[config.mk]
export PLATFORM = sky130hd
export DESIGN_NAME = branch_predict_ctrl
export DESIGN_NICKNAME = d
export VERILOG_FILES = /design/src/rtl/bp_pkg.sv /design/src/rtl/bp_inflight_fifo.sv /design/src/rtl/branch_predict_ctrl.sv
export SDC_FILE = /design/constraint.sdc
export NUM_CORES = 1
export LEC_CHECK = 0
export CELL_PAD_IN_SITES_DETAIL_PLACEMENT = 1
export CELL_PAD_IN_SITES_GLOBAL_PLACEMENT = 1
export CORE_ASPECT_RATIO = 1.1
export CORE_UTILIZATION = 37
export CTS_CLUSTER_DIAMETER = 40
export DETAILED_ROUTE_END_ITERATION = 12
export PLACE_DENSITY_LB_ADDON = 0.15
export SETUP_SLACK_MARGIN = 0.05
export SLEW_MARGIN = 20
export SYNTH_ARGS = -nofsm -noshare
export SYNTH_HDL_FRONTEND = slang
export SYNTH_HIERARCHICAL = 1
export SYNTH_SLANG_ARGS = --single-unit
[constraint.sdc]
create_clock -name clk -period 2.8 [get_ports clk]
set_clock_uncertainty 0.15 [all_clocks]
set_input_delay 0.7 -clock clk [delete_from_list [all_inputs] [get_ports clk]]
set_output_delay 0.7 -clock clk [all_outputs]
set_load 0.005 [all_outputs]
[src/rtl/bp_pkg.sv]
// Shared types and helpers for the branch predictor control stage:
// 2-bit saturating counter encoding, occupancy FSM states, counter update.
package bp_pkg;

    // 2-bit pattern history counter; bit 1 is the taken prediction.
    typedef logic [1:0] counter_t;

    localparam counter_t SNT = 2'b00;  // strong not-taken
    localparam counter_t WNT = 2'b01;  // weak not-taken
    localparam counter_t WT  = 2'b10;  // weak taken
    localparam counter_t ST  = 2'b11;  // strong taken

    // Occupancy of the in-flight FIFO.
    typedef enum logic [1:0] {
        StEmpty,
        StPartial,
        StFull
    } occ_state_e;

    // Saturating update: taken counts up to ST, not-taken counts down to SNT.
    function automatic counter_t sat_update(input counter_t c, input logic taken);
        counter_t r;
        if (taken) begin
            r = (c == ST) ? ST : counter_t'(c + 2'd1);
        end else begin
            r = (c == SNT) ? SNT : counter_t'(c - 2'd1);
        end
        return r;
    endfunction

endpackage

[src/rtl/bp_inflight_fifo.sv]
// In-flight branch FIFO: stores {index, counter snapshot, prediction} per
// branch in fetch order. On a pop, every other live entry sharing the popped
// entry's index picks up the freshly resolved counter value so that later
// resolves update from the newest state rather than a stale snapshot.
module bp_inflight_fifo
    import bp_pkg::*;
#(
    parameter int unsigned ADDRESS_BITS = 4,
    parameter int unsigned DEPTH        = 4
) (
    input  logic                      clk,
    input  logic                      reset,
    input  logic                      push,
    input  logic [ADDRESS_BITS-1:0]   push_index,
    input  counter_t                  push_snapshot,
    input  logic                      push_pred,
    input  logic                      pop,
    input  logic                      flush,
    input  counter_t                  pop_value,
    output logic [ADDRESS_BITS-1:0]   head_index,
    output counter_t                  head_snapshot,
    output logic                      head_pred,
    output logic [$clog2(DEPTH):0]    count
);

    localparam int unsigned PTR_BITS = $clog2(DEPTH);
    localparam int unsigned CNT_BITS = PTR_BITS + 1;

    typedef logic [PTR_BITS-1:0] ptr_t;
    typedef logic [CNT_BITS-1:0] cnt_t;

    localparam ptr_t PTR_ONE = ptr_t'(1);
    localparam cnt_t CNT_ONE = cnt_t'(1);

    logic [ADDRESS_BITS-1:0] index_q [DEPTH];
    counter_t                snap_q  [DEPTH];
    logic [DEPTH-1:0]        pred_q;
    logic [DEPTH-1:0]        valid_q;
    ptr_t                    rd_ptr_q;
    ptr_t                    wr_ptr_q;
    cnt_t                    count_q;

    assign head_index    = index_q[rd_ptr_q];
    assign head_snapshot = snap_q[rd_ptr_q];
    assign head_pred     = pred_q[rd_ptr_q];
    assign count         = count_q;

    // Entry storage, forwarding overwrite, pointers and occupancy count.
    always_ff @(posedge clk or negedge reset) begin
        if (!reset) begin
            for (int i = 0; i < DEPTH; i++) begin
                index_q[i] <= '0;
                snap_q[i]  <= SNT;
            end
            pred_q   <= '0;
            valid_q  <= '0;
            rd_ptr_q <= '0;
            wr_ptr_q <= '0;
            count_q  <= '0;
        end else begin
            // Younger same-index entries adopt the value just written back.
            for (int i = 0; i < DEPTH; i++) begin
                if (pop && valid_q[i] && (ptr_t'(i) != rd_ptr_q) &&
                    (index_q[i] == head_index)) begin
                    snap_q[i] <= pop_value;
                end
            end

            // A push never lands on a live slot, so it can follow the forward.
            if (push) begin
                index_q[wr_ptr_q] <= push_index;
                snap_q[wr_ptr_q]  <= push_snapshot;
                pred_q[wr_ptr_q]  <= push_pred;
                valid_q[wr_ptr_q] <= 1'b1;
                wr_ptr_q          <= wr_ptr_q + PTR_ONE;
            end

            if (pop) begin
                valid_q[rd_ptr_q] <= 1'b0;
                rd_ptr_q          <= rd_ptr_q + PTR_ONE;
            end

            if (flush) begin
                valid_q  <= '0;
                rd_ptr_q <= '0;
                wr_ptr_q <= '0;
                count_q  <= '0;
            end else if (push && !pop) begin
                count_q <= count_q + CNT_ONE;
            end else if (pop && !push) begin
                count_q <= count_q - CNT_ONE;
            end
        end
    end

endmodule

[src/rtl/branch_predict_ctrl.sv]
// Branch predictor control stage in front of a 2-bit pattern history buffer.
// Issues predictions for fetch lookups, tracks in-flight branches and writes
// saturating-counter updates back as branches resolve in order.
// Optional statistics counters are enabled with the macro BRANCH_STATS_EN.
module branch_predict_ctrl
    import bp_pkg::*;
#(
    parameter int unsigned ADDRESS_BITS = 4,
    parameter int unsigned PC_BITS      = 32,
    parameter int unsigned INDEX_LSB    = 2,
    parameter int unsigned DEPTH        = 4
) (
    input  logic                    clk,
    input  logic                    reset,
    input  logic                    lookup_valid,
    input  logic [PC_BITS-1:0]      lookup_pc,
    output logic                    lookup_ready,
    output logic                    pred_valid,
    output logic                    pred_taken,
    input  logic                    resolve_valid,
    input  logic                    resolve_taken,
    input  logic                    resolve_flush,
    output logic                    mispredict,
    output logic                    resolve_error,
    output logic [ADDRESS_BITS-1:0] read_address,
    input  logic [1:0]              read_value,
    output logic [ADDRESS_BITS-1:0] write_address,
`ifdef BRANCH_STATS_EN
    output logic [15:0]             stat_resolved,
    output logic [15:0]             stat_mispredicts,
`endif
    output logic [1:0]              write_value
);

    localparam int unsigned CNT_BITS = $clog2(DEPTH) + 1;

    typedef logic [CNT_BITS-1:0] cnt_t;

    localparam cnt_t CNT_LAST_FREE = cnt_t'(DEPTH - 1);
    localparam cnt_t CNT_ONE       = cnt_t'(1);

    logic [ADDRESS_BITS-1:0] lookup_index;
    logic [ADDRESS_BITS-1:0] head_index;
    counter_t                head_snapshot;
    logic                    head_pred;
    cnt_t                    count;
    counter_t                resolved_value;
    counter_t                effective;
    logic                    fifo_empty;
    logic                    honoured;
    logic                    flush;
    logic                    accept;
    logic                    miss;
    occ_state_e              state_q;
    logic                    unused_pc;

    // Only the index bits of the PC matter; fold the rest away.
    assign unused_pc = ^lookup_pc;

    assign lookup_index   = lookup_pc[INDEX_LSB +: ADDRESS_BITS];
    assign read_address   = lookup_index;
    assign fifo_empty     = (state_q == StEmpty);
    assign honoured       = resolve_valid && !fifo_empty;
    assign flush          = honoured && resolve_flush;
    // lookup_ready is registered, so a pop while full cannot admit a lookup.
    assign accept         = lookup_valid && lookup_ready && !flush;
    assign resolved_value = sat_update(head_snapshot, resolve_taken);
    assign miss           = honoured && (head_pred != resolve_taken);

    // Same-cycle update to the looked-up index overrides the stale buffer read.
    always_comb begin
        effective = read_value;
        if (honoured && (head_index == lookup_index)) begin
            effective = resolved_value;
        end
    end

    // The buffer writes every cycle; without a resolve, rewrite what was read.
    always_comb begin
        write_address = read_address;
        write_value   = read_value;
        if (honoured) begin
            write_address = head_index;
            write_value   = resolved_value;
        end
    end

    bp_inflight_fifo #(
        .ADDRESS_BITS (ADDRESS_BITS),
        .DEPTH        (DEPTH)
    ) u_fifo (
        .clk           (clk),
        .reset         (reset),
        .push          (accept),
        .push_index    (lookup_index),
        .push_snapshot (effective),
        .push_pred     (effective[1]),
        .pop           (honoured),
        .flush         (flush),
        .pop_value     (resolved_value),
        .head_index    (head_index),
        .head_snapshot (head_snapshot),
        .head_pred     (head_pred),
        .count         (count)
    );

    // Occupancy FSM with registered prediction, mispredict and status outputs.
    always_ff @(posedge clk or negedge reset) begin
        if (!reset) begin
            state_q       <= StEmpty;
            lookup_ready  <= 1'b1;
            pred_valid    <= 1'b0;
            pred_taken    <= 1'b0;
            mispredict    <= 1'b0;
            resolve_error <= 1'b0;
        end else begin
            pred_valid <= accept;
            pred_taken <= accept && effective[1];
            mispredict <= miss;
            if (resolve_valid && fifo_empty) begin
                resolve_error <= 1'b1;
            end

            unique case (state_q)
                StEmpty: begin
                    if (accept) begin
                        state_q      <= StPartial;
                        lookup_ready <= 1'b1;
                    end
                end
                StPartial: begin
                    if (flush) begin
                        state_q      <= StEmpty;
                        lookup_ready <= 1'b1;
                    end else if (accept && !honoured && (count == CNT_LAST_FREE)) begin
                        state_q      <= StFull;
                        lookup_ready <= 1'b0;
                    end else if (honoured && !accept && (count == CNT_ONE)) begin
                        state_q      <= StEmpty;
                        lookup_ready <= 1'b1;
                    end
                end
                StFull: begin
                    if (flush) begin
                        state_q      <= StEmpty;
                        lookup_ready <= 1'b1;
                    end else if (honoured) begin
                        state_q      <= StPartial;
                        lookup_ready <= 1'b1;
                    end
                end
                default: begin
                    state_q      <= StEmpty;
                    lookup_ready <= 1'b1;
                end
            endcase
        end
    end

`ifdef BRANCH_STATS_EN
    // Saturating counts of honoured resolves and of mispredicted resolves.
    always_ff @(posedge clk or negedge reset) begin
        if (!reset) begin
            stat_resolved    <= '0;
            stat_mispredicts <= '0;
        end else begin
            if (honoured && (stat_resolved != 16'hFFFF)) begin
                stat_resolved <= stat_resolved + 16'd1;
            end
            if (miss && (stat_mispredicts != 16'hFFFF)) begin
                stat_mispredicts <= stat_mispredicts + 16'd1;
            end
        end
    end
`endif

endmodule

---- After elaboration in Yosys (flattened, before gate mapping) ----
Cells that the tools add are included.
word-level totals
  bits in registers ....................... 46
  input port bits ......................... 40
  output and inout bits ................... 15
cells by class
  add/sub/neg operators ................... 6
  $lt $le $gt $ge ......................... 7
  equality and inequality tests ........... 17
  muxes and demuxes ....................... 54
  bitwise gates (word level) .............. 5
  reduce and logical (&&, ||, !) cells .... 38
operator list
  kind                 number
  $mux 2               22
  $mux 4               7
  $logic_and 1x1->1    27
  $eq 4x4->1           5
  $bwmux 16            1
  $mux 1               9
  $mux 3               3
  $bmux 4 s2           1
  $bwmux 8             1
  $demux 4 s2          1
  $mux 8               1
  $add 2x1->2 const B  3
  $ge 3x3->1 const B   2
  $lt 2x3->1 const B   2
  $not 2->3            2
  $pmux 2 s3           1
  $reduce_bool 2->1    3
  $and 4x4->4          1
  $bmux 2 s2           1
  $bwmux 4             1
  $demux 1 s2          2
  $demux 2 s2          1
  $eq 2x2->1 const B   2
  $ge 2x1->1 const B   2
  other kinds (21)     26

---- Logic depth before layout (Yosys ltp) ----
  depth after elaboration ................. 13
  gate-level depth with buffers ........... 13
  depth with buffers taken out ............ 11

---- By module ----
Netlist, hierarchy kept.
by module, submodules not included
  module               times used  cells an instance  area an instance (um^2)
  bp_inflight_fifo     1           257                2647.5
  branch_predict_ctrl  1           73                 588.1

---- Least setup slack after synthesis ----
OpenSTA, ideal clock, no wires.
  path type ............................... reg-to-reg
  start ................................... reg u_fifo.rd_ptr_q[0]
  end ..................................... reg u_fifo/snap_q[5] (netlist name)
  library setup time ...................... 0.131 ns
  data arrival time ....................... 2.639 ns
  data required time ...................... 2.519 ns
  path slack .............................. -0.120 ns
  stages on the path, launching flop included .. 12
  path through ............................ dfrtp_1 -> buf_6 -> buf_4 -> buf_2 -> mux4_2 -> xor2_1 -> nor3_2 -> nand3_2 -> mux2_2 -> and3_1 -> a31oi_1 -> nand3_1
on the way
  elaborated cells on any way between the ends .. 24
  classes of those cells .................. add/sub (2); eq/ne (4); mux (13); bitwise (1); reduce/logical (4)
RTL lines
  what                                        line                       text
  start: declaration                          bp_inflight_fifo.sv:39     ptr_t rd_ptr_q;
  start signal: assignment                    bp_inflight_fifo.sv:80     rd_ptr_q <= rd_ptr_q + PTR_ONE;
  $not 2->3 (not written as such)             bp_inflight_fifo.sv:43     assign head_index = index_q[rd_ptr_q];
  $bmux 4 s2                                  bp_inflight_fifo.sv:43
  $mux 4 (not written as such) (2 in series)  bp_inflight_fifo.sv:43
  net head_index[0]                           branch_predict_ctrl.sv:43  logic [ADDRESS_BITS-1:0] head_index;
  $eq 4x4->1                                  branch_predict_ctrl.sv:73  if (honoured && (head_index == lookup_index)) begin
  $logic_and 1x1->1                           branch_predict_ctrl.sv:73
  $mux 2                                      branch_predict_ctrl.sv:73
  net effective[1]                            branch_predict_ctrl.sv:48  counter_t effective;
  $bwmux 8                                    bp_inflight_fifo.sv:72     snap_q[wr_ptr_q] <= push_snapshot;
  $mux 8                                      bp_inflight_fifo.sv:70     if (push) begin
  end signal: indexed assignment              bp_inflight_fifo.sv:65     snap_q[i] <= pop_value;
  end signal: indexed assignment              bp_inflight_fifo.sv:72
  end: declaration                            bp_inflight_fifo.sv:36     counter_t snap_q [DEPTH];
The timed path passes the listed nets, and every way through them passes these cells. The select of a mux whose other input is x is not followed.
A chain may end at the register's enable or synchronous reset.

---- Worst setup path after layout ----
  start ................................... reg u_fifo.rd_ptr_q[0]
  end ..................................... out write_value[1]
on the way
  cells in the longest elaborated chain, start to end .. 8
  elaborated cells on any way between the ends .. 12
  classes of those cells .................. add/sub (2); eq/ne (1); mux (7); bitwise (1); reduce/logical (1)
ends and longest elaborated chain
  what                                          line                        text
  $not 2->3 (not written as such) *             bp_inflight_fifo.sv:44      assign head_snapshot = snap_q[rd_ptr_q];
  $bmux 2 s2 *                                  bp_inflight_fifo.sv:44
  $mux 2 (not written as such) * (2 in series)  bp_inflight_fifo.sv:44
  net head_snapshot[1]                          branch_predict_ctrl.sv:44   counter_t head_snapshot;
  $sub 2x1->2, or another cell as far along     bp_pkg.sv:26                r = (c == SNT) ? SNT : counter_t'(c - 2'd1);
  $mux 2 (on tied branches)                     bp_pkg.sv:26, bp_pkg.sv:24
  $mux 2 *                                      bp_pkg.sv:23                if (taken) begin
  net resolved_value[1]                         branch_predict_ctrl.sv:47   counter_t resolved_value;
  $mux 2 *                                      branch_predict_ctrl.sv:82   if (honoured) begin
  end: declaration                              branch_predict_ctrl.sv:32   output logic [1:0] write_value
Mark *: on every way through the listed nets, which the timed path passes. The rest lies on a longest branch. The select of a mux whose other input is x is not followed.

==> reports/qor.txt <==
Critical Path End Type: output pin
leakage power: 0.001882 uW
number of synthesized flops with an enable pin: 0
worst min-delay path class: input pin to async pin
Avg Vias per Cell: 5.351
mux contribution to synthesized area: 0.1732
vias: 2761
maximum fanout along the worst path: 3
main combinational cell family by area after synthesis: multiplexers
Mapped Nets: 379
Sink Count: 46
post-synthesis adder-cell area fraction: 0.04331
Clk Latency, worst-skew pair: 310 ps
Ys Warns: 6
grt ovf: 0
Die ar.: 0.009123 mm^2
Final min period: 2764 ps
total track usage: 0.2247
CTS buffer count: 5
io pins: 55
Synth Area in Simple Gates: 0.1543
H-tree levels: 2
CP most frequent cell: nand2_1
share of cells above drive strength 1: 0.3432
count of state elements after synthesis: 46
RSZ-0062 raised after global routing: true
Critical Path RT: 1950 ps
Final Hold Violating Endpoints: 0
fill cell count: 942
CTS root buf: clkbuf_8
CP max-delay cell: dfrtp_2
Layout area overhead: 33.87%
Worst slew margin: 0.6379
Final Non-Filler Cells: 516
pwr/cell area: 1248 mW/mm^2
first-pass GRT wire length: 15590 um
number of global-route vias before repair: 2948
register area share after synthesis: 0.3561
Peak VDD IR: 0.5267 mV
Startpoint Class: flop
CTS tree: done
CP Cell Sequence: buf_6 -> buf_4 -> mux4_2 -> maj3_2 -> nand2_1 -> nand2_1 -> buf_2
Placed Cells: 492
max-slew violations: 0
max-cap viol count: 0
Placer Congestion: 0.8419
Initial Utilization: 0.3828
crit-path max cell delay: 450 ps
Core Region: 0.008452 mm^2
die width: 91.16 um
R2R setup slack: 140 ps
R2R cell count: 12
# DRC: 0
CTS clock-pin slew for the worst setup and hold paths: 100 ps
Mapped Cells: 330
worst-case clock buffer depth: 2
Distinct cells, synth: 62
outcome: complete, no violations
Routed WL: 9562 um
synthesized cell area: 0.003236 mm^2
worst hold slack: 212.6 ps
nets@finish: 453
n_diodes: 0
worst path arrival time: 1910 ps
Synth Area in XOR/XNOR: 0.08894
DRT iter0 DRCs: 99
WL/cell: 18.53 um
Die Ht: 100.1 um
Setup-failing EPs final: 0
Worst R2R End: u_fifo/snap_q[5]$_DFF_PN0_
antenna violations before repair: 0
DRT Pass-1 Iters: 4
buffers added on ports: 26
DP HPWL: 6919 um
class of the most critical setup path: flop to output pin
largest net degree at the start of global routing: 27
post-synthesis async set-or-reset flop share: 1.000
Routed Antenna Nets: 0
Syn Area/Cell: 9.805 um^2
Synth Area in Compound Gates: 0.1245
Final Cycle Share: 0.9870
ys flop type: dfrtp_1
f_max: 361.8 MHz
# rows: 35
reg2reg start: u_fifo/rd_ptr_q[1]$_DFFE_PN0P_
worst slew pin tran: 543.2 ps
==> worst max path at each step <==
stage | startpoint | slack (ps) | cells after the start | endpoint
after floorplan | u_fifo/rd_ptr_q[0]$_DFFE_PN0P_ | 40 | 11 | u_fifo/snap_q[5]$_DFF_PN0_
after global placement | resolve_valid | -200 | 6 | write_value[0]
final | u_fifo/rd_ptr_q[0]$_DFFE_PN0P_ | 40 | 7 | write_value[1]
after global routing | u_fifo/rd_ptr_q[0]$_DFFE_PN0P_ | -60 | 7 | write_value[1]
after detailed placement | resolve_valid | -240 | 9 | u_fifo/snap_q[5]$_DFF_PN0_
after CTS | u_fifo/rd_ptr_q[1]$_DFFE_PN0P_ | -20 | 7 | write_value[0]
==> logic make-up (layout without fill, tap and decap cells) <==
kind of cell / Yosys count / count (layout)
mux: 45 / 45
flops: 46 / 46
xor+xnor: 32 / 32
compound gates: 56 / 56
buf+inv: 38 / 113
fa+ha+maj: 11 / 11
simple gates: 102 / 102
==> power by group <==
group / internal [uW] / total (uW) / switching (uW)
logic: 1840 / 3550 / 1710
registers: 983 / 1330 / 348
clock network: 268 / 527 / 258
total: 3090 / 5410 / 2310
==> layer usage <==
| metal | track usage | vias to the layer above | share of wire |
|---|---|---|---|
| li1 | - | 1308 | - |
| met4 | 0.07570 | 0 | 0.026 |
| met1 | 0.2589 | 1384 | 0.41 |
| met5 | 0 | - | 0 |
| met2 | 0.4260 | 52 | 0.53 |
| met3 | 0.03182 | 17 | 0.030 |
==> cells in the final DEF, fill, tap and decap left out, drive strengths merged, types with 7 or more instances in the layout <==
master	synthesis	layout
mux2i	18	18
a31oi	9	9
nand3	11	11
buf	14	69
clkdlybuf4s50	0	17
mux2	22	22
inv	12	13
xor2	14	14
o21ai	10	10
dfrtp	45	45
a211oi	7	7
a21oi	9	9
xnor2	18	18
nand2	35	35
ha	8	8
nor2	25	25
==> metrics by stage <==
stage / utilization / setup TNS [ps] / cell area, um^2 / setup WS [ps] / power (uW)
final: 0.5125 / 0 / 4332 / 36.37 / 5405
after global routing: 0.5125 / -112.8 / 4332 / -58.51 / 5843
after CTS: 0.4979 / -27.02 / 4208 / -16.34 / 5223
after detailed placement: 0.4637 / -3026 / 3919 / -236.6 / 4428
after global placement: 0.4637 / -2446 / 3919 / -198.4 / 4314
after floorplan: - / 0 / 3251 / 41.01 / 3340
==> flip-flops by register name, summed over array words and instances, names as in the netlist <==
signal and cells:
pred_taken 1, mispredict 1, u_fifo/rd_ptr_q 2, u_fifo/index_q 16
lookup_ready 1, u_fifo/valid_q 4, state_q 2, u_fifo/count 3
u_fifo/wr_ptr_q 2, resolve_error 1, u_fifo/pred_q 4, pred_valid 1
u_fifo/snap_q 8
==> worst max-delay path, delay by kind of cell (launching register included) <==
kind	cells	cell delay (ps)
fa+ha+maj	1	340
mux	1	310
simple gates	2	120
flops	1	450
buf+inv	3	390
==> cell usage after synthesis (2+ instances only) <==
| master | number | area share |
|---|---|---|
| nor4_1 | 3 | 0.0058 |
| a21o_1 | 2 | 0.0046 |
| clkbuf_1 | 11 | 0.013 |
| dfrtp_1 | 45 | 0.35 |
| nor2b_1 | 3 | 0.0058 |
| xor2_1 | 14 | 0.038 |
| a311oi_1 | 3 | 0.0081 |
| buf_1 | 2 | 0.0023 |
| nor2_1 | 25 | 0.029 |
| ha_1 | 8 | 0.031 |
| inv_1 | 11 | 0.013 |
| a31oi_1 | 9 | 0.017 |
| nand4_1 | 2 | 0.0039 |
| maj3_1 | 2 | 0.0062 |
| mux2i_2 | 2 | 0.0085 |
| xnor2_1 | 17 | 0.046 |
| buf_4 | 6 | 0.014 |
| nor3_1 | 4 | 0.0062 |
| o2111ai_1 | 2 | 0.0054 |
| mux4_2 | 5 | 0.035 |
| o21ai_1 | 4 | 0.0062 |
| a31o_2 | 2 | 0.0054 |
| nand3b_1 | 3 | 0.0070 |
| or4_4 | 2 | 0.0070 |
| mux2_2 | 22 | 0.077 |
| o21ai_0 | 5 | 0.0077 |
| a21oi_1 | 8 | 0.012 |
| nand2_1 | 35 | 0.041 |
| buf_6 | 3 | 0.010 |
| nand3_1 | 10 | 0.015 |
| buf_2 | 3 | 0.0046 |
| a211oi_1 | 7 | 0.016 |
| mux2i_1 | 15 | 0.046 |
| nand2b_1 | 5 | 0.0097 |
| and3_1 | 3 | 0.0058 |
==> cell type report <==
class	count	area (um^2)	area share
inverters	12	47.55	0.01098
clock buffers	5	68.82	0.01589
multi-input cells	246	2026	0.4676
well taps	111	138.9	0.03206
flip-flops and latches	46	1154	0.2663
repair buffers	93	853.3	0.1970
clock inverters	3	43.79	0.01011
==> timing repair <==
item | CTS | global route
pin swaps | 11 | 9
hold buffers | 0 | 0
buffers inserted | 16 | 3
gates cloned | 1 | 0
hold endpoints to repair | 0 | 0
setup endpoints to repair | 11 | 15
gates resized for setup | 26 | 25
(Power assumes the default switching activity.)
